<file path="config.mk">
export PLATFORM = sky130hd
export DESIGN_NAME = ethernetsystem_sdram_ex_chk_lane
export DESIGN_NICKNAME = d
export VERILOG_FILES = /design/src/rtl/ethernetsystem_sdram_ex_checker_pkg.sv /design/src/rtl/ethernetsystem_sdram_ex_chk_lane.sv
export SDC_FILE = /design/constraint.sdc
export NUM_CORES = 1
export LEC_CHECK = 0
export ABC_AREA = 1
export BUFFER_PORTS_ARGS = -buffer_cell sky130_fd_sc_hd__buf_4
export CAP_MARGIN = 20
export CORE_AREA = 2 2 39 41
export CTS_BUF_LIST = sky130_fd_sc_hd__clkbuf_16
export CTS_CLUSTER_DIAMETER = 60
export DETAILED_ROUTE_END_ITERATION = 10
export DIE_AREA = 0 0 41 43
export GPL_TIMING_DRIVEN = 0
export SKIP_CTS_REPAIR_TIMING = 1
export SLEW_MARGIN = 20
export SYNTH_ARGS = -nofsm -noshare
export SYNTH_HDL_FRONTEND = slang
export SYNTH_SLANG_ARGS = --single-unit
</file>
<file path="constraint.sdc">
create_clock -name clk -period 0.8 [get_ports clk]
set_clock_uncertainty 0.05 [all_clocks]
set_input_delay 0.12 -clock clk [delete_from_list [all_inputs] [get_ports clk]]
set_output_delay 0.12 -clock clk [all_outputs]
set_load 0.005 [all_outputs]
</file>
<file path="src/rtl/ethernetsystem_sdram_ex_checker_pkg.sv">
`default_nettype none
// ============================================================================
// Module   : ethernetsystem_sdram_ex_checker_pkg
// Purpose  : Shared state encoding and LFSR helpers for the SDRAM pattern checker
// Revision : 1.0 - initial release
// ============================================================================
package ethernetsystem_sdram_ex_checker_pkg;

    typedef enum logic [1:0] {
        IDLE  = 2'd0,
        CHECK = 2'd1,
        DONE  = 2'd2
    } state_t;

    // One step of the 8-bit pattern LFSR; bit 7 feeds back into taps 0, 2, 3 and 4.
    function automatic logic [7:0] lfsr8_step(input logic [7:0] d);
        return {d[6], d[5], d[4], d[3] ^ d[7], d[2] ^ d[7], d[1] ^ d[7], d[0], d[7]};
    endfunction

    function automatic logic [7:0] lane_seed(input int unsigned seed, input int unsigned idx);
        logic [31:0] s;
        s = seed + idx;
        return s[7:0];
    endfunction

endpackage
`default_nettype wire

</file>
<file path="src/rtl/ethernetsystem_sdram_ex_chk_lane.sv">
`default_nettype none
// ============================================================================
// Module   : ethernetsystem_sdram_ex_chk_lane
// Purpose  : One byte lane of the expected-pattern generator (8-bit LFSR)
// Revision : 1.0 - initial release
// ============================================================================
module ethernetsystem_sdram_ex_chk_lane
    import ethernetsystem_sdram_ex_checker_pkg::*;
#(
    parameter logic [7:0] SEED_VAL = 8'h00
) (
    input  logic       clk,
    input  logic       reset,
    input  logic       load,
    input  logic       advance,
    output logic [7:0] value
);

    always_ff @(posedge clk) begin
        if (reset || load) begin
            value <= SEED_VAL;
        end else if (advance) begin
            value <= lfsr8_step(value);
        end
    end

endmodule
`default_nettype wire

</file>
==> impl_results.md, run 1 <==
- Synthesized cell area: 359.1 sq um
- Antenna fix cells: 0
- Clock tree from TritonCTS: built
- Critical register-to-register path endpoint: value[2]
- RePlAce Congestion: 0.6547
- Pin count of the biggest net entering global routing: 11
- Sequential cell area: 177.7 sq um
- Violated checks: setup timing
- Top cell type by total area after synthesis: dfxtp_1
- Delay contributed by the slowest stage of the critical path: 0.35 ns
- Setup slack of the most critical reg-to-reg path: -0.04 ns
- WP buf/inv: 1
- Number of cells on the worst hold path: 4
- Gate count after technology mapping: 53
- Fin worst setup slack: -0.07121 ns
- Final Cycle Share: 1.089
- Final count of hold timing violations: 0
- Cell with the most instances after synthesis: nand2_1
- Proportion of layout cells with a drive suffix above 1: 0.4348
- DRC viols: 0
- Total leakage power: 0.2754 nW
- Layout fillers: 139
- Reg-to-reg startpoint: value[7]
- Count of final max-slew check failures: 0
- Share of flip-flops with an asynchronous set or reset after synthesis: 0
- Number of clock sinks seen by CTS: 8
- Clock transition at the register clock pins on the worst setup and hold paths after CTS: 0.04 ns
- CTS HTree Levels: 1
- Fraction of synthesized cell area taken by the top area cell type: 0.4460
- Area of the multi-input gates: 153.9 sq um
- Power density relative to cell area: 2194 nW/um^2
- Routed Antenna Nets: 0
- Worst Hold Class: input port to register
- Crit path required time: 0.63 ns
- Vias post-DR: 375
- Wire per inst: 9.000 um
- Inserted Clock Buffers: 3
- Max Freq: 1.148 GHz
- Via-to-Cell Ratio: 4.412
- Initial cell density of the core: 0.2595
- Number of antenna violations at the first check in global routing: 0
- Height of the die: 43 um
- Final Net Count: 75
- Maximum vdd drop: 1.402 mV
- Smallest hold slack: 0.1451 ns
- RSZ-0062 raised after global routing: true
- EDFF count, synth: 0
- Synthesis-stage register bit count: 8
- Path type of the worst setup path: register to primary output
- HPWL reported at the end of detailed placement: 510.2 um
- Largest registers: value (8)
- Area enclosed by the die boundary: 1763 sq um
- CTS root buffer: clkbuf_16
- I/O pins: 12
- Area growth from synthesis to layout: 67.94%
- Std-Cell Rows: 14
- Global route total overflow: 0
- Critical path, cell by cell: buf_6
- Number of detailed-route iterations in the first pass: 3
- Area inside the core boundary: 1384 sq um
- Destination of the worst hold path: value[0]
- Crit path time final: 0.8712 ns
- First-pass GRT wire length: 1131 um
- Longest Clk Path Bufs: 2
- Kind of cell with the highest combined delay on the critical path: flip-flops
- Top area cells in the synthesized netlist: dfxtp_1 (45%), nand2_1 (20%), inv_1 (9.4%)
- Worst Reg-to-Reg Cells: 5
- Max-slew headroom at the worst pin: 0.8962
- Violation count after the first detailed-route iteration: 1
- Yosys cell types: 10
- Sequential fraction of the synthesis area: 0.4460
- Mapped Avg Cell Area: 6.775 sq um
- Register name with the most flops: value
- Final Setup Violations: 9
- Kind of capture point of the worst setup path: primary output
- Slowest-stage cell, CP: dfxtp_4
- Net count after synthesis: 57
- Port Buf Inserts: 11
- Largest register FFs: 8
- CP Max Fanout: 6
- Die Span X: 41 um
- Vias in the first global route: 278
- Startpoint of the worst hold path: load
- Sum Neg Setup Slack: -0.3995 ns
- Max-cap violations: 0
- Commonest cells in the netlist: nand2_1 (19), inv_1 (9), dfxtp_1 (8)
- Nature of the critical path startpoint: register
- Number of warnings reported in the yosys synthesis log: 0
- WL final: 765 um
- Transition time of the tightest slew-check pin: 0.1556 ns
- Most used flip-flop cell after synthesis: dfxtp_1
- Tot GR Track Use: 0.1120
- Status: complete, but fails checks
- Skew-Pair Late Insertion Delay: 0.23 ns
- Data arrival time of the critical path: 0.70 ns
[report_power, final]
| group | internal, W | switching (W) |
|---|---|---|
| registers | 0.000399 | 0.00000630 |
| clock network | 0.000644 | 0.000198 |
| logic | 0.0000384 | 0.0000371 |
| total | 0.00108 | 0.000241 |
[through the flow]
| step | setup slack, ns | total power [W] | util | instances | instance area (sq um) |
|---|---|---|---|---|---|
| 5_1_grt | -0.08637 | 0.001366 | 0.4358 | 85 | 603.1 |
| 6_report | -0.07121 | 0.001323 | 0.4358 | 85 | 603.1 |
| 3_5_place_dp | -0.008841 | 0.0004907 | 0.3345 | 80 | 462.9 |
| 3_3_place_gp | -0.000009714 | 0.0004898 | 0.3345 | 80 | 462.9 |
| 2_1_floorplan | 0.04230 | 0.0004616 | - | 53 | 360.3 |
| 4_1_cts | -0.1255 | 0.001351 | 0.3888 | 83 | 538.0 |
[cell usage in the layout (no fill, tap or decap), drive strengths merged]
master | Yosys | layout
dfxtp | 8 | 8
buf | 1 | 14
nand3 | 3 | 3
inv | 10 | 10
a21oi | 5 | 5
nand2 | 20 | 20
nor2 | 6 | 6
clkbuf | 0 | 3
[metal layers]
metal | vias up | global-route usage | share of wire
met4 | 0 | 0.1400 | 0.055
met3 | 5 | 0.07853 | 0.097
met5 | - | 0 | 0
met2 | 12 | 0.1188 | 0.45
met1 | 169 | 0.1209 | 0.40
li1 | 189 | - | -
[layout make-up]
type	count	area share
buffer	1	0.01867
clock buffer	3	0.1245
inverter	10	0.06224
multi-input combinational	34	0.2552
sequential	8	0.2946
tap	16	0.03320
timing repair buffer	13	0.2116
[logic make-up (layout without fill, tap and decap cells)]
group                  after synthesis  count (layout)  share of synthesized area
AOI/OAI and AO/OA                    5               5                    0.06968
buffers and inverters               11              27                     0.1359
DFF                                  8               8                     0.4460
and+or+nand+nor                     29              29                     0.3484
[worst max-delay path by stage]
stage	startpoint	end	slack (ns)	cells after the start
3_5_place_dp	value[7]	value[4]	-0.009	5
3_3_place_gp	value[7]	value[4]	-0.00001	5
6_report	value[7]	value[7]	-0.07	1
2_1_floorplan	value[7]	value[3]	0.04	5
5_1_grt	value[7]	value[7]	-0.09	1
4_1_cts	value[7]	value[7]	-0.13	1
Note: power is estimated with default switching activity, not from simulation.
==> inputs of run 2 (changes only) <==
- REMOVE_ABC_BUFFERS: not set -> 1
==> impl_results.md, run 2 (synthesis results as in run 1) <==
- Status: complete, but fails checks
- Violated checks: setup timing
- RePlAce Congestion: 0.6655
- Worst Hold Class: input port to register
- Number of detailed-route iterations in the first pass: 4
- Initial cell density of the core: 0.2595
- Area inside the core boundary: 1384 sq um
- WL final: 835 um
- Non-filler cells in the finished layout: 84
- RSZ-0062 raised after global routing: true
- Kind of cell with the highest combined delay on the critical path: flip-flops
- I/O pins: 12
- Longest Clk Path Bufs: 2
- Max Freq: 1.131 GHz
- Kind of capture point of the worst setup path: primary output
- Number of clock sinks seen by CTS: 8
- Clock tree from TritonCTS: built
- Total leakage power: 0.2693 nW
- Global route total overflow: 0
- Final Setup Violations: 9
- Count of final max-slew check failures: 0
- Violation count after the first detailed-route iteration: 17
- Port Buf Inserts: 11
- Largest register FFs: 8
- Wire per inst: 9.940 um
- Most common library cell in the layout ignoring fill and taps: nand2_1
- Max-cap violations: 0
- Transition time of the tightest slew-check pin: 0.1444 ns
- Commonest non-fill, non-tap cells in the layout: nand2_1 (19), inv_1 (9), buf_6 (8)
- HPWL reported at the end of detailed placement: 481.8 um
- Setup slack of the most critical reg-to-reg path: -0.05 ns
- Proportion of layout cells with a drive suffix above 1: 0.4118
- Final Net Count: 74
- Height of the die: 43 um
- Skew-Pair Late Insertion Delay: 0.23 ns
- Delay contributed by the slowest stage of the critical path: 0.38 ns
- First-pass GRT wire length: 1110 um
- Routed Antenna Nets: 0
- CP Depth: 1
- Antenna fix cells: 0
- Final Cycle Share: 1.105
- Slowest-stage cell, CP: dfxtp_4
- Inserted Clock Buffers: 3
- Vias in the first global route: 283
- Vias post-DR: 366
- Register name with the most flops: value
- Worst Reg-to-Reg Cells: 5
- Crit path required time: 0.63 ns
- Via-to-Cell Ratio: 4.357
- Maximum vdd drop: 1.242 mV
- Std-Cell Rows: 14
- Clock transition at the register clock pins on the worst setup and hold paths after CTS: 0.04 ns
- Path type of the worst setup path: register to primary output
- Number of antenna violations at the first check in global routing: 0
- Area enclosed by the die boundary: 1763 sq um
- Tot GR Track Use: 0.09265
- Die Span X: 41 um
- CP Max Fanout: 7
- CTS root buffer: clkbuf_16
- Max-slew headroom at the worst pin: 0.9037
- Largest registers: value (8)
- WP buf/inv: 1
- Area growth from synthesis to layout: 63.76%
- Final count of hold timing violations: 0
- Fin worst setup slack: -0.08431 ns
- CTS HTree Levels: 1
- DRC viols: 0
- Critical path, cell by cell: buf_6
- Nature of the critical path startpoint: register
- Crit path time final: 0.8843 ns
- Data arrival time of the critical path: 0.71 ns
- Pin count of the biggest net entering global routing: 13
- Final Core Density: 0.4250
- Number of cells on the worst hold path: 4
- Power density relative to cell area: 2249 nW/um^2
- Placed cell count: 79
## run 2: path summary, 6_finish.rpt
check | start | end
worst max-delay path | value[7] | value[7]
worst min-delay path | load | value[1]
worst max register to register | value[4] | value[4]
worst min register to register | value[6] | value[6]
## run 2: where the power goes
group / internal, W / leakage (nW) / switching, W / total [W]
Clock: 0.000645 / 0.0370 / 0.000199 / 0.000843
Sequential: 0.000399 / 0.0695 / 0.00000641 / 0.000405
Combinational: 0.0000353 / 0.163 / 0.0000381 / 0.0000735
Total: 0.00108 / 0.269 / 0.000243 / 0.00132
## run 2: final cells by class
| class | instances | area, sq um |
|---|---|---|
| multi-input combinational | 34 | 150.1 |
| timing repair buffer | 13 | 127.6 |
| inverter | 10 | 37.54 |
| fill | 143 | 795.8 |
| clock buffer | 3 | 75.07 |
| tap | 16 | 20.02 |
| sequential | 8 | 177.7 |
## run 2: layer usage
metal	share of wire	vias to the layer above	track usage	routed length, um
li1	-	190	-	-
met1	0.46	165	0.1201	382
met2	0.49	11	0.1250	406
met3	0.055	0	0.03141	46
met4	0	0	0.06000	0
met5	0	-	0	0
## run 2: worst min-delay path, delay by kind of cell
family / cells / cell delay [ns]
buffers and inverters: 2 / 0.12
and+or+nand+nor: 1 / 0.10
AOI/OAI and AO/OA: 1 / 0.05
## run 2: through the flow
step / hold slack, ns / setup slack, ns / power [W] / cell area (sq um) / TNS [ns]
floorplan: 0.2087 / -0.02231 / 0.0004513 / 347.8 / -0.05649
global placement: 0.3951 / -0.08056 / 0.0004833 / 450.4 / -0.2309
detailed placement: 0.3989 / -0.07692 / 0.0004840 / 450.4 / -0.2197
CTS: 0.1615 / -0.2113 / 0.001325 / 525.5 / -1.108
global route: 0.1684 / -0.1011 / 0.001351 / 588.1 / -0.6601
finish: 0.1536 / -0.08431 / 0.001322 / 588.1 / -0.4318
